==> src/rtl/uart_rx_8n1.sv <==
// 8N1 serial receiver: pin synchroniser, start-bit detect, mid-bit sampling.
// Emits one-cycle rx_stop on a good frame and frame_err on a bad stop bit.
module uart_rx_8n1 #(
   parameter int CLK_FREQ = 50000000,
   parameter int BAUD     = 9600
) (
   input  logic       clk,
   input  logic       rst,
   input  logic       rx_pin,
   input  logic       rx_en,
   output logic [7:0] rx_data,
   output logic       rx_stop,
   output logic       frame_err,
   output logic       busy
);

   localparam int BAUD_DIV = CLK_FREQ / BAUD;
   localparam int HALF_DIV = BAUD_DIV / 2;
   localparam int CW       = $clog2(BAUD_DIV);

   localparam logic [CW-1:0] CNT_FULL = CW'(BAUD_DIV - 1);
   localparam logic [CW-1:0] CNT_HALF = CW'(HALF_DIV - 1);

   localparam logic [1:0] IDLE  = 2'd0;
   localparam logic [1:0] START = 2'd1;
   localparam logic [1:0] DATA  = 2'd2;
   localparam logic [1:0] STOP  = 2'd3;

   logic          s1_q, s2_q, s3_q;
   logic [1:0]    state_q, state_d;
   logic [CW-1:0] cnt_q, cnt_d;
   logic [2:0]    bit_q, bit_d;
   logic [7:0]    shift_q, shift_d;
   logic [7:0]    data_q, data_d;
   logic          stop_q, stop_d;
   logic          ferr_q, ferr_d;
   logic          busy_q, busy_d;
   logic          fall;

   assign fall = s3_q & ~s2_q;

   always_comb begin
      state_d = state_q;
      cnt_d   = cnt_q + 1'b1;
      bit_d   = bit_q;
      shift_d = shift_q;
      data_d  = data_q;
      stop_d  = 1'b0;
      ferr_d  = 1'b0;
      unique case (state_q)
         IDLE: begin
            cnt_d = '0;
            if (fall && rx_en) state_d = START;
         end
         START: begin
            if (cnt_q == CNT_HALF) begin
               if (!s2_q) begin
                  state_d = DATA;
                  bit_d   = 3'd0;
               end else begin
                  state_d = IDLE;
               end
            end
         end
         DATA: begin
            if (cnt_q == CNT_FULL) begin
               shift_d = {s2_q, shift_q[7:1]};
               bit_d   = bit_q + 1'b1;
               cnt_d   = '0;
               if (bit_q == 3'd7) state_d = STOP;
            end
         end
         STOP: begin
            // Back to IDLE at the stop mid-point so a tight next start is seen
            if (cnt_q == CNT_FULL) begin
               state_d = IDLE;
               if (s2_q) begin
                  data_d = shift_q;
                  stop_d = 1'b1;
               end else begin
                  ferr_d = 1'b1;
               end
            end
         end
         default: state_d = IDLE;
      endcase
      if (state_d != state_q) cnt_d = '0;
      busy_d = (state_d != IDLE);
   end

   always_ff @(posedge clk) begin
      if (!rst) begin
         s1_q    <= 1'b1;
         s2_q    <= 1'b1;
         s3_q    <= 1'b1;
         state_q <= IDLE;
         cnt_q   <= '0;
         bit_q   <= 3'd0;
         shift_q <= 8'h00;
         data_q  <= 8'h00;
         stop_q  <= 1'b0;
         ferr_q  <= 1'b0;
         busy_q  <= 1'b0;
      end else begin
         s1_q    <= rx_pin;
         s2_q    <= s1_q;
         s3_q    <= s2_q;
         state_q <= state_d;
         cnt_q   <= cnt_d;
         bit_q   <= bit_d;
         shift_q <= shift_d;
         data_q  <= data_d;
         stop_q  <= stop_d;
         ferr_q  <= ferr_d;
         busy_q  <= busy_d;
      end
   end

   assign rx_data   = data_q;
   assign rx_stop   = stop_q;
   assign frame_err = ferr_q;
   assign busy      = busy_q;

endmodule

==> config.mk <==
export PLATFORM = sky130hd
export DESIGN_NAME = uart_rx_8n1
export DESIGN_NICKNAME = d
export VERILOG_FILES = /design/src/rtl/uart_rx_8n1.sv
export SDC_FILE = /design/constraint.sdc
export NUM_CORES = 1
export LEC_CHECK = 0
export CORE_MARGIN = 2
export CORE_UTILIZATION = 50
export CTS_CLUSTER_SIZE = 40
export DETAILED_ROUTE_END_ITERATION = 8
export HOLD_SLACK_MARGIN = 0.05
export PLACE_DENSITY = 0.68
export RECOVER_POWER = 25
export SLEW_MARGIN = 30
export SYNTH_ARGS = -nofsm -noshare
export SYNTH_HDL_FRONTEND = slang
export SYNTH_SLANG_ARGS = --single-unit
==> constraint.sdc <==
create_clock -name clk -period 2.2 [get_ports clk]
set_input_delay 0.44 -clock clk [delete_from_list [all_inputs] [get_ports clk]]
set_output_delay 0.44 -clock clk [all_outputs]
set_load 0.01 [all_outputs]
# == Word-level counts from Yosys, hierarchy flattened ==
# Cells that the tools add are included.
# word_totals
reg_bits,40
in_bits,4
wordCells,50
# classes
n_addsub,2
n_eq_ne,10
n_mux,15
bitwise_logic,3
n_reduce_logical,9
# ops
cell,n
13-bit case mux with 2 select lines,1
"13-bit by 1-bit adder with 13-bit output, second input constant",1
"13-bit by 12-bit == test with 1-bit output, second input constant",1
"13-bit == test, second input constant",1
13-bit 2-to-1 mux,1
2-bit 2-to-1 mux,6
3-bit 2-to-1 mux,3
2-bit case mux with 4 select lines,1
"2-bit inequality test, second input constant",3
3-bit case mux with 2 select lines,1
3-bit AND reduction,2
"2-bit == test, second input constant",2
4-bit AND reduction,1
2-bit nonzero test,2
"3-bit by 1-bit adder with 3-bit output, second input constant",1
"3-bit == test, second input constant",1
"2-bit by 1-bit == test with 1-bit output, second input constant",1
2-bit logical NOT,1
1-bit 2-to-1 mux,2
2-bit inequality test,1
1-bit NOT,2
2-bit AND reduction,1
2-bit OR reduction,1
1-bit AND,1
1-bit logical AND,1

# == Depth between registers and ports, before layout ==
# depth
word_depth,7
mapped_depth,7
depth_no_buf,5

# == Worst setup path before layout ==
# Ideal clock, no wire load.
# synth_timing
path_kind,register -> register
startpoint,reg cnt_q[0]
endpoint,reg cnt_q[12]
setup_time_ns,0.115
t_arrival_ns,1.413
setup_slack_ns,0.671
path_stages_with_launch,7
n_path_buf,1
period_less_slack_ns,1.529
cell_sequence,dfxtp_1 > ha_1 > and3_1 > nand4_2 > a31oi_4 > buf_6 > nor2_2
# synth_between
elab_chain_len,5
elab_cells_between_ends,11
# synth_rtl
element,line_no,text
start: declaration,31,"logic [CW-1:0] cnt_q, cnt_d;"
start signal: assignment,109,cnt_q <= cnt_d;
branches (longest 5 deep; another with 13-bit by 1-bit adder with 13-bit output),-,
# Several ways; the timed one is not identified.
# A chain may end at the register's enable or synchronous reset.

# == Worst setup path in the final report ==
# layout_timing
startpoint,reg cnt_q[0]
endpoint,reg bit_q[1]
# layout_between
elab_chain_len,3
elab_cells_between_ends,5
# layout_rtl
element,line_no,text
13-bit == test or 13-bit by 12-bit == test with 1-bit output (tied branches),"66, 56",
2-bit inequality test (no line),-,
4-bit AND reduction (no line) *,-,
end signal: assignment,110,bit_q <= bit_d;
end: declaration,32,"logic [2:0] bit_q, bit_d;"
# Every way passes the cells marked *; elsewhere a longest branch is shown, timed or not.

==> impl_metrics.yaml <==
die:
  die-area_mm2: 0.004166
  initial_core_util_pct: 53.66
  dieWidth_um: 64.55
  core-area_mm2: 0.003416
  die_y_um: 64.55
  num_rows: 21
  ios: 15
sta:
  report.final.slew_viol_count: 0
  worst_pin_slew_ps: 522.9
  finalCriticalPeriod_ps: 1834
  setup_viol: 0
  fin_crit_sh_pct: 83.35
  fmax_mhz: 545.3
  rsz0062_at_grt: "false"
  finalHoldViolCount: 0
  skew_ps: 16.23
  slew_headroom_pct: 65.14
  finalSetupTns_ps: 0
final_layout:
  fin_util_pct: 60.26
  finalNetCount: 204
  drive_gt1_share_pct: 17.17
  fillers: 291
  antenna-diode-count: 0
  mostFrequentLayoutCells: "dfxtp_1, nand3_1, nand2_1"
  area_growth_pct: 12.29
  layout_commonest_cell: "dfxtp_1"
  stdcell_area_mm2: 0.002058
drt:
  ant_nets: 0
  drcViolationCount: 0
  totalWireLength_mm: 3.272
  routedWlPerCell_um: 13.41
  vias: 1272
  firstDrtPassIters: 4
  dr.first_iter.drc_count: 41
  viasPerCell: 5.213
setup_path:
  setup.worst_path.class: "reg -> reg"
  cp_cell_sequence: "ha_1 > and3_1 > and4_1 > o21bai_4 > o21ai_2"
  r2r_slack_ps: 370
  r2r-end: "bit_q[1]"
  cp_slowest_cell: "and4_1"
  regToRegStartpoint: "cnt_q[0]"
  r2r_cells: 5
  slowest_delay_ps: 530
  critical_path.startpoint_type: "flip-flop"
  critPathCaptureType: "flip-flop"
  cp_max_fo: 10
  worst_ep_arrival_time_ps: 2100
  crit_required_ps: 2460
min_path:
  hold_start: "s1_q"
  worstHoldEndpoint: "s2_q"
  min_path_cells: 1
  hold_path_class: "reg -> reg"
synthesis:
  ys_seq_area_share_pct: 43.69
  syn_inst: 184
  yosysUniqueCellTypes: 39
  yosys_warnings: 0
  ys_ff_latch: 40
  synthesis.area_mm2: 0.001833
  syn_avg_cell_area_um2: 9.962
  syn_nets: 191
grt:
  grt_pass1_wl_mm: 5.796
  grt_usage_pct: 17.95
  first_global_vias: 1247
  antenna_found_initial: 0
  grt.overflow.total: 0
  grt_start_max_net_pins: 28
cts:
  clk_pin_slew_ps: 120
  cts_tree: "yes"
  clk_path_buf_depth: 2
  root_buffer: "clkbuf_4"
  insertion_delay_ps: 360
  numCtsBuffers: 5
  ctsResizeCount: 0
  htree_levels: 2
  cts_hold_buf: 0
  post_cts_buffers: 0
  clock-sinks: 40
placed_design:
  placed_cell_area_mm2: 0.001973
  port_buffers: 14
  post-dp-hpwl_mm: 2.358
  gp_congestion: 0.8003
power:
  p_leak_uw: 0.0006733
  p_per_area_mw_per_mm2: 607.6
  peakVddDrop_uv: 466.5
status:
  status: "finished clean"
run:
  max_cap_violations: 0
[worst max-delay path: cells and delay by family, from the launching register on]
family,cells,cell delay (ps)
flops,1,390
fa+ha+maj,1,260
simple gates,2,760
compound gates,2,340
[sequential cells by signal, summed over array words and instances, names as in the netlist]
signal	cells
cnt_q	13
rx_data	8
shift_q	8
bit_q	3
state_q	2
busy	1
frame_err	1
rx_stop	1
s1_q	1
s2_q	1
s3_q	1
[logic make-up (layout without fill, tap and decap cells)]
group,Yosys count,in the layout,share of synthesized area [%]
multiplexers,9,9,4.915
XOR/XNOR,11,11,5.256
flip-flops,40,40,43.69
adder cells (fa/ha/maj),3,3,2.048
AO/OA/AOI/OAI,24,24,9.966
buffers and inverters,13,27,4.778
AND/OR/NAND/NOR,84,84,29.35
[cell usage after synthesis, drive strengths merged]
library cell / count / area [um2]
nand3b: 3 / 22.52
clkbuf: 5 / 20.01
a21boi: 8 / 60.06
and4: 2 / 17.52
dfxtp: 40 / 800.8
nor4b: 2 / 38.78
nand2: 11 / 41.29
nor2: 17 / 88.84
nand2b: 4 / 25.02
nor3: 5 / 25.02
nor4: 2 / 18.77
a21oi: 1 / 5.000
ha: 3 / 37.54
o21bai: 1 / 18.77
mux2i: 9 / 90.09
nor3b: 2 / 26.28
xnor2: 9 / 78.83
and3: 4 / 25.02
inv: 2 / 7.510
nor2b: 10 / 62.56
xor2: 2 / 17.52
and4bb: 3 / 41.29
buf: 6 / 60.06
o21ai: 12 / 71.32
nand4: 3 / 25.02
a31oi: 2 / 27.53
nand3: 16 / 80.08
[final cells by class]
type / instances / area (um2) / share of cell area, %
Clock inverter: 3 / 47.55 / 2.310
Sequential cell: 40 / 800.8 / 38.91
Clock buffer: 5 / 37.54 / 1.824
Multi-Input combinational cell: 131 / 944.7 / 45.90
Tap cell: 46 / 57.56 / 2.796
Timing Repair Buffer: 17 / 162.7 / 7.903
Inverter: 2 / 7.507 / 0.3647
[layer usage]
layer  routed length (um)  track usage, %
met1                 1496           22.27
met2                 1658           30.08
met3                   69           4.167
met4                   47           7.181
met5                    0               0
[stage by stage]
stage	hold WS [ps]	setup slack [ps]	total power, uW	instances
after detailed placement	401.9	301.5	774.6	236
after floorplan	386.3	671.5	765.0	184
after CTS	432.4	352.6	1265	244
after global placement	392.6	358.9	773.9	236
after global routing	463.0	202.5	1293	244
final	424.8	366.3	1251	244
[power breakdown]
| group | internal [uW] | switching [uW] | total [uW] |
|---|---|---|---|
| Clock | 243 | 250 | 493 |
| Combinational | 13.6 | 12.6 | 26.2 |
| Sequential | 728 | 3.55 | 732 |
| Total | 984 | 266 | 1250 |
[worst max-delay path by stage]
stage,start,to,slack (ps),cells past startpoint
after floorplan,cnt_q[0],cnt_q[12],670,6
after global placement,rst,cnt_q[6],360,5
after detailed placement,rst,state_q[0],300,6
after CTS,cnt_q[0],bit_q[0],350,6
after global routing,cnt_q[0],bit_q[0],200,6
final,cnt_q[0],bit_q[1],370,5
(Power assumes the default switching activity.)
